**src/rtl/note_decoder.sv**
```systemverilog
// Square-wave tone decoder: measures the period between rising edges of tone_in and maps it
// to one of ten note bands, committing a note only after STABLE_COUNT agreeing periods.
module note_decoder #(
    parameter int unsigned CLK_HZ       = 50_000_000,
    parameter int unsigned STABLE_COUNT = 3
) (
    input  logic        clk,
    input  logic        reset,
    input  logic        enable,
    input  logic        tone_in,
    output logic [3:0]  note,
    output logic        note_valid,
    output logic        note_change,
    output logic [19:0] period
);

    typedef enum logic [1:0] {
        S_IDLE    = 2'd0,
        S_ARMED   = 2'd1,
        S_MEASURE = 2'd2
    } state_t;

    localparam int unsigned BOUND_HZ [0:10] = '{247, 278, 312, 340, 371, 416, 467, 509, 555, 623, 698};
    localparam logic [31:0] TIMEOUT = (CLK_HZ / BOUND_HZ[0]) + 1;
    localparam logic [2:0]  STABLE  = 3'(STABLE_COUNT);
    localparam logic [3:0]  NO_NOTE = 4'hF;

    // Note k owns the half-open band (CLK_HZ/B[k+1], CLK_HZ/B[k]].
    function automatic logic [3:0] f_classify(input logic [31:0] p);
        logic [3:0] res;
        res = NO_NOTE;
        for (int k = 0; k < 10; k++) begin
            if ((p > (CLK_HZ / BOUND_HZ[k + 1])) && (p <= (CLK_HZ / BOUND_HZ[k])))
                res = 4'(k);
        end
        return res;
    endfunction

    logic        r_sync1, r_sync2, r_prev;
    state_t      r_state;
    logic [31:0] r_cnt;
    logic [3:0]  r_cand;
    logic [2:0]  r_match;
    logic [3:0]  r_note;
    logic        r_valid;
    logic        r_change;
    logic [19:0] r_period;

    state_t      w_nx_state;
    logic [31:0] w_nx_cnt;
    logic [3:0]  w_nx_cand;
    logic [2:0]  w_nx_match;
    logic [3:0]  w_nx_note;
    logic        w_nx_valid;
    logic        w_nx_change;
    logic [19:0] w_nx_period;
    logic        w_edge;
    logic        w_abort;
    logic [3:0]  w_class;

    assign w_edge  = r_sync2 & ~r_prev;
    assign w_abort = ~enable | ((r_state != S_IDLE) && (r_cnt == TIMEOUT));
    assign w_class = f_classify(r_cnt);

    always_comb begin
        w_nx_state  = r_state;
        w_nx_cnt    = r_cnt;
        w_nx_cand   = r_cand;
        w_nx_match  = r_match;
        w_nx_note   = r_note;
        w_nx_valid  = r_valid;
        w_nx_change = 1'b0;
        w_nx_period = r_period;
        if (w_abort) begin
            w_nx_state = S_IDLE;
            w_nx_cnt   = '0;
            w_nx_cand  = NO_NOTE;
            w_nx_match = '0;
            if (r_note != NO_NOTE) begin
                w_nx_note   = NO_NOTE;
                w_nx_valid  = 1'b0;
                w_nx_change = 1'b1;
            end
            // An edge coinciding with a timeout starts a fresh measurement.
            if (enable && w_edge) begin
                w_nx_state = S_ARMED;
                w_nx_cnt   = 32'd1;
            end
        end else begin
            case (r_state)
                S_IDLE: begin
                    if (w_edge) begin
                        w_nx_state = S_ARMED;
                        w_nx_cnt   = 32'd1;
                    end
                end
                S_ARMED, S_MEASURE: begin
                    if (w_edge) begin
                        w_nx_state  = S_MEASURE;
                        w_nx_cnt    = 32'd1;
                        w_nx_period = (r_cnt > 32'h000F_FFFF) ? 20'hF_FFFF : r_cnt[19:0];
                        if (w_class == r_cand) begin
                            w_nx_match = (r_match < STABLE) ? r_match + 3'd1 : r_match;
                        end else begin
                            w_nx_cand  = w_class;
                            w_nx_match = 3'd1;
                        end
                    end else if (r_cnt < TIMEOUT) begin
                        w_nx_cnt = r_cnt + 32'd1;
                    end
                end
                default: begin
                    w_nx_state = S_IDLE;
                end
            endcase
            if ((r_match == STABLE) && (r_cand != r_note)) begin
                w_nx_note   = r_cand;
                w_nx_valid  = (r_cand != NO_NOTE);
                w_nx_change = 1'b1;
            end
        end
    end

    always_ff @(posedge clk) begin
        if (reset) begin
            r_sync1  <= 1'b0;
            r_sync2  <= 1'b0;
            r_prev   <= 1'b0;
            r_state  <= S_IDLE;
            r_cnt    <= '0;
            r_cand   <= NO_NOTE;
            r_match  <= '0;
            r_note   <= NO_NOTE;
            r_valid  <= 1'b0;
            r_change <= 1'b0;
            r_period <= '0;
        end else begin
            r_sync1  <= tone_in;
            r_sync2  <= r_sync1;
            r_prev   <= r_sync2;
            r_state  <= w_nx_state;
            r_cnt    <= w_nx_cnt;
            r_cand   <= w_nx_cand;
            r_match  <= w_nx_match;
            r_note   <= w_nx_note;
            r_valid  <= w_nx_valid;
            r_change <= w_nx_change;
            r_period <= w_nx_period;
        end
    end

    assign note        = r_note;
    assign note_valid  = r_valid;
    assign note_change = r_change;
    assign period      = r_period;

endmodule

```
**config.mk**
```make
export PLATFORM = sky130hd
export DESIGN_NAME = note_decoder
export DESIGN_NICKNAME = d
export VERILOG_FILES = /design/src/rtl/note_decoder.sv
export SDC_FILE = /design/constraint.sdc
export NUM_CORES = 1
export LEC_CHECK = 0
export BUFFER_PORTS_ARGS = -buffer_cell sky130_fd_sc_hd__buf_4
export CORE_MARGIN = 2
export CORE_UTILIZATION = 45
export CTS_CLUSTER_DIAMETER = 60
export DETAILED_ROUTE_END_ITERATION = 8
export RECOVER_POWER = 50
export SLEW_MARGIN = 10
export SYNTH_ARGS = -nofsm -noshare
export SYNTH_HDL_FRONTEND = slang
export SYNTH_SLANG_ARGS = --single-unit
```
**constraint.sdc**
```tcl
create_clock -name clk -period 3.8 [get_ports clk]
set_clock_uncertainty 0.1 [all_clocks]
set_input_delay 0.19 -clock clk [delete_from_list [all_inputs] [get_ports clk]]
set_output_delay 0.19 -clock clk [all_outputs]
set_load 0.1 [all_outputs]
```
# Yosys cells after proc, flatten, opt, wreduce, memory -nomap -nowiden
# Index checks and enable logic that the tools add are counted.
[op_classes] n_addsub=2 order_cmp=23 eq_ne=13 n_mux=33 bitwise_logic=6 n_reduce_logical=25
[ops] cell="$gt 32x17->1 const B" count=6
[ops] cell="$le 32x17->1 const B" count=5
[ops] cell="$le 32x18->1 const B" count=5
[ops] cell="$gt 32x18->1 const B" count=4
[ops] cell="$mux 32" count=4
[ops] cell="$pmux 32 s2" count=1
[ops] cell="$mux 4" count=13
[ops] cell="$add 32x1->32 const B" count=1
[ops] cell="$eq 32x18->1 const B" count=1
[ops] cell="$gt 32x20->1 const B" count=1
[ops] cell="$lt 32x18->1 const B" count=1
[ops] cell="$mux 20" count=1
[ops] cell="$logic_and 1x1->1" count=13
[ops] cell="$ne 4x4->1 const B" count=3
[ops] cell="$reduce_and 3->1" count=4
[ops] cell="$mux 1" count=8
[ops] cell="$mux 2" count=3
[ops] cell="$mux 3" count=2
[ops] cell="$ne 3x3->1 const B" count=2
[ops] cell="$eq 4x4->1" count=1
[ops] cell="$ne 2x1->1 const B" count=2
[ops] cell="$ne 4x4->1" count=1
[ops] cell="$not 1->1" count=4
[ops] cell="$pmux 2 s2" count=1
[ops] cell="12 further kinds" count=15
[totals] regBits=70 input_bits=4 output_inout_bits=26 word_cells=113

# Longest topological paths before layout
[logic_depth] word_depth=15 ltp_mapped=12

# Least setup slack after synthesis
# No wires, ideal clock.
[synth_timing] kind="register to register" from="reg r_cnt[15]" to="reg r_match[0]" setup_time_ns=0.116 arrival_time_ns=2.707 t_required_ns=3.584 path_slack_ns=0.876 stages_incl_launch_ff=11 synth_period_minus_slack_ns=2.924 cell_sequence="dfxtp_1 -> buf_6 -> nand3b_1 -> or4b_4 -> or4_4 -> a211oi_2 -> a211o_1 -> nor3_1 -> nor4b_4 -> a41oi_1 -> o211a_1"
[synth_via] elab_chain_cells=15
[synth_rtl] item="start: declaration" line_no="41" rtl="logic [31:0] r_cnt;"
[synth_rtl] item="start signal: assignment" line_no="142" rtl="r_cnt <= w_nx_cnt;"
[synth_rtl] item="$gt 32x18->1 or $le 32x18->1 (tied branches)" line_no="33" rtl="if ((p > (CLK_HZ / BOUND_HZ[k + 1])) && (p <= (CLK_HZ / BOUND_HZ[k])))"
[synth_rtl] item="$logic_and 1x1->1" line_no="33"
[synth_rtl] item="$mux 4 (10 in series)" line_no="33"
[synth_rtl] item="$eq 4x4->1" line_no="102" rtl="if (w_class == r_cand) begin"
[synth_rtl] item="$ne 2x1->1 (no source line)"
[synth_rtl] item="$reduce_and 3->1 (no source line)"
[synth_rtl] item="end signal: assignment" line_no="144" rtl="r_match <= w_nx_match;"
[synth_rtl] item="end: declaration" line_no="43" rtl="logic [2:0] r_match;"
# Several ways; a longest one is shown, not always the timed one.
# A chain may end at the register's enable or synchronous reset.

# Final worst setup path
[layout_timing] from="reg r_cnt[4]" to="reg r_match[0]"
# Same word-level chain as after synthesis.

==> impl_summary.log <==
[metrics] Inserted Diodes: 0
[metrics] maximum count of clock buffers along a single path: 2
[metrics] arrival time of data at the critical path endpoint: 3.53 ns
[metrics] async set-reset flop share out of synthesis: 0%
[metrics] effective utilization at floorplan: 46.53%
[metrics] number of routed nets with antenna violations: 0
[metrics] number of primary I/O pins: 30
[metrics] clk sinks: 70
[metrics] outcome: finished clean
[metrics] Setup crit start kind: flop
[metrics] highest clock frequency the design can meet: 294.4 MHz
[metrics] R2R setup slack: 0.40 ns
[metrics] setup TNS after final layout: 0 ns
[metrics] Die Span X: 99.19 um
[metrics] Routability Congestion: 0.9873
[metrics] standby leakage power: 0.001505 uW
[metrics] Layout Nets: 552
[metrics] multiplexer share of the synthesized area: 1.718%
[metrics] die outline area: 9839 um2
[metrics] post-synthesis area per instance: 7.918 um2
[metrics] part of the power in registers: 52.2%
[metrics] via density per instance: 5.953
[metrics] endpoints failing hold: 0
[metrics] DR WL/cell: 17.32 um
[metrics] WS Path Type: flop to flop
[metrics] post-synthesis instance area: 4078 um2
[metrics] routed wire length: 11310 um
[metrics] buffer cell driving the clock tree root: clkbuf_8
[metrics] total congestion overflow after global routing: 0
[metrics] max-slew violation count: 0
[metrics] Post-Synth Adder-Cell Area: 2.455%
[metrics] core area: 8763 um2
[metrics] final setup violating endpoints: 0
[metrics] launch point of the worst reg-to-reg path: r_cnt[4]$_SDFFE_PP0P_
[metrics] buffer count from post-CTS setup fixing: 0
[metrics] Worst Hold Path Cells: 3
[metrics] Post-CTS Hold Buffers: 1
[metrics] final period demand of the worst path: 3.397 ns
[metrics] RSZ-0062 raised after global routing: no
[metrics] half-perimeter wire length after placement: 8257 um
[metrics] Hold Crit Class: input port to flop
[metrics] Num CTS Buffers: 9
[metrics] clock latency at the later pin of the worst-skew pair: 0.35 ns
[metrics] buffers added on ports: 29
[metrics] highest-count cells in the layout ignoring fill and taps: nor2_1, dfxtp_1, nand2_1
[metrics] total power divided by cell area: 311.9 nW/um2
[metrics] Worst Path Max Fanout: 15
[metrics] proportion of layout cells with a drive suffix above 1: 11.38%
[metrics] post-synthesis register bit count: 70
[metrics] Unique masters post-synth: 68
[metrics] switching power summed over all nets: 343.2 uW
[metrics] remaining max-slew budget at the tightest pin: 20.67%
[metrics] global-route wire length before repair: 18960 um
[metrics] clock power share: 42.9%
[metrics] largest voltage drop on the vdd net: 0.1570 mV
[metrics] XOR/XNOR share of the synthesized area: 3.866%
[metrics] total DRC errors in the routed layout: 0
[metrics] number of iterations in the first detailed-routing pass: 5
[metrics] violation count after the first detailed-routing iteration: 203
[metrics] part of the power in combinational logic: 4.9%
[metrics] Min Hold Slack: 0.01654 ns
[metrics] predominant post-synthesis flop cell: dfxtp_1
[metrics] critical hold path startpoint: enable
[metrics] number of synthesized flops with an enable pin: 0
[metrics] Yosys warnings: 0
[metrics] clk slew on worst S/H paths: 0.08 ns
[metrics] Period Utilization, post-route: 89.40%
[metrics] worst reg2reg endpoint: r_match[0]$_SDFFE_PP0P_
[metrics] post-CTS sizing: 0
[metrics] total number of H-tree levels: 3
[metrics] share of the yosys chip area belonging to registers: 34.37%
[metrics] worst reg-to-reg path cell count: 10
[metrics] max cap viols: 0
[metrics] filler cell count: 891
[metrics] post-synthesis simple-gate area fraction: 31.97%
[metrics] CTS tree: done
[metrics] vias after detailed routing: 3887
[metrics] post-synthesis compound-gate area fraction: 20.37%
[metrics] Worst Max-Slew Pin Slew: 1.195 ns
[metrics] leading cell type in the layout, fill and taps excluded: nor2_1
[metrics] row cnt: 34
[metrics] nets in the synthesized netlist: 527
[metrics] Total GRT Usage: 23.84%
[metrics] Area growth, synth to finish: 11.48%
[metrics] crit path capture type: flop
[metrics] hold path endpoint: r_state[0]$_SDFFE_PP0P_
[metrics] combinational family with the most area after synthesis: simple AND/OR/NAND/NOR gates
[metrics] number of antenna violations at the first check in global routing: 0
[metrics] Mapped Cells: 515
[metrics] Layout Utilization: 51.87%
[metrics] Worst Path Required: 3.94 ns
[metrics] vias in the first global route: 3668
[metrics] maximum number of pins on one net before global-route repair: 41
[metrics] Net Sw Frac: 24.21%
[metrics] vertical die dimension: 99.19 um
[metrics] Cell Int Power: 1075 uW
logic make-up after synthesis:
| family | Yosys count |
|---|---|
| buffers and inverters | 52 |
| flip-flops | 70 |
| AND/OR/NAND/NOR | 251 |
| AO/OA/AOI/OAI | 109 |
| XOR/XNOR | 18 |
| adder cells (fa/ha/maj) | 8 |
| multiplexers | 7 |
Yosys cell counts, types with 7 or more instances:
master | n | area share [%]
mux2i_1 | 7 | 1.7
and2_1 | 13 | 2.0
nand3_1 | 16 | 2.0
xnor2_1 | 12 | 2.6
clkbuf_1 | 32 | 2.9
a211oi_1 | 25 | 4.6
nor4_1 | 14 | 2.1
a21oi_1 | 17 | 2.1
nand2_1 | 31 | 2.9
ha_1 | 8 | 2.5
dfxtp_1 | 70 | 34
o21ai_0 | 11 | 1.4
nand4_1 | 18 | 2.8
nor3_1 | 14 | 1.7
nor2_1 | 93 | 8.6
inv_1 | 12 | 1.1
final cells by class:
cell class / count / area, um2 / share of cell area [%]
clock buffers: 10 / 137.6 / 3.028
flip-flops and latches: 70 / 1401 / 30.83
well taps: 108 / 135.1 / 2.973
repair buffers: 54 / 307.8 / 6.771
inverters: 12 / 45.04 / 0.9909
clock inverters: 6 / 61.31 / 1.349
multi-input cells: 393 / 2457 / 54.06
worst max path at each step:
stage	start	end	slack, ns
floorplan	r_cnt[15]$_SDFFE_PP0P_	r_match[0]$_SDFFE_PP0P_	0.88
global placement	r_cnt[4]$_SDFFE_PP0P_	r_match[0]$_SDFFE_PP0P_	0.40
detailed placement	r_cnt[4]$_SDFFE_PP0P_	r_match[0]$_SDFFE_PP0P_	0.43
CTS	r_cnt[4]$_SDFFE_PP0P_	r_match[0]$_SDFFE_PP0P_	0.40
global route	r_cnt[4]$_SDFFE_PP0P_	r_match[0]$_SDFFE_PP0P_	0.18
finish	r_cnt[4]$_SDFFE_PP0P_	r_match[0]$_SDFFE_PP0P_	0.40
registers in the layout, summed over array words and instances (netlist names):
| name | cells |
|---|---|
| r_state | 2 |
| r_prev | 1 |
| r_cnt | 32 |
| note_valid | 1 |
| r_sync1 | 1 |
| r_cand | 4 |
| note_change | 1 |
| period | 20 |
| r_match | 3 |
| note | 4 |
| r_sync2 | 1 |
critical path, stage by stage, from the launching register on:
cell	delay (ns)
dfxtp_1	0.73
nor4b_1	0.53
nand4b_1	0.18
or3_1	0.40
nand4_1	0.14
o22ai_1	0.10
buf_4	0.16
o21a_1	0.20
nor4b_4	0.35
a41oi_1	0.17
o211a_1	0.23
power groups by stage:
stage | Combinational (uW) | Sequential [uW] | Clock, uW
floorplan | 37.6 | 770 | 0
global placement | 70.5 | 757 | 0
detailed placement | 71.0 | 757 | 0
CTS | 72.1 | 740 | 624
global route | 76.5 | 740 | 651
finish | 69.2 | 740 | 609
routing by layer:
layer  GRT usage, %  part of all wire [%]  routed length (um)  up-vias
li1               -                     -                   -     1927
met1          33.75                    49                5532     1798
met2          36.59                    42                4799      143
met3          4.498                   6.7                 758       19
met4          7.903                   1.9                 218        0
met5              0                     0                   0        -
through the flow:
| stage | power [uW] | worst slack, ns | std cells | cell area, um2 |
|---|---|---|---|---|
| 2_1_floorplan | 807.3 | 0.8765 | 515 | 4078 |
| 3_3_place_gp | 827.3 | 0.3960 | 636 | 4444 |
| 3_5_place_dp | 828.0 | 0.4281 | 636 | 4444 |
| 4_1_cts | 1435 | 0.3980 | 653 | 4653 |
| 5_1_grt | 1468 | 0.1830 | 653 | 4546 |
| 6_report | 1418 | 0.4029 | 653 | 4546 |
(Power assumes the default switching activity.)
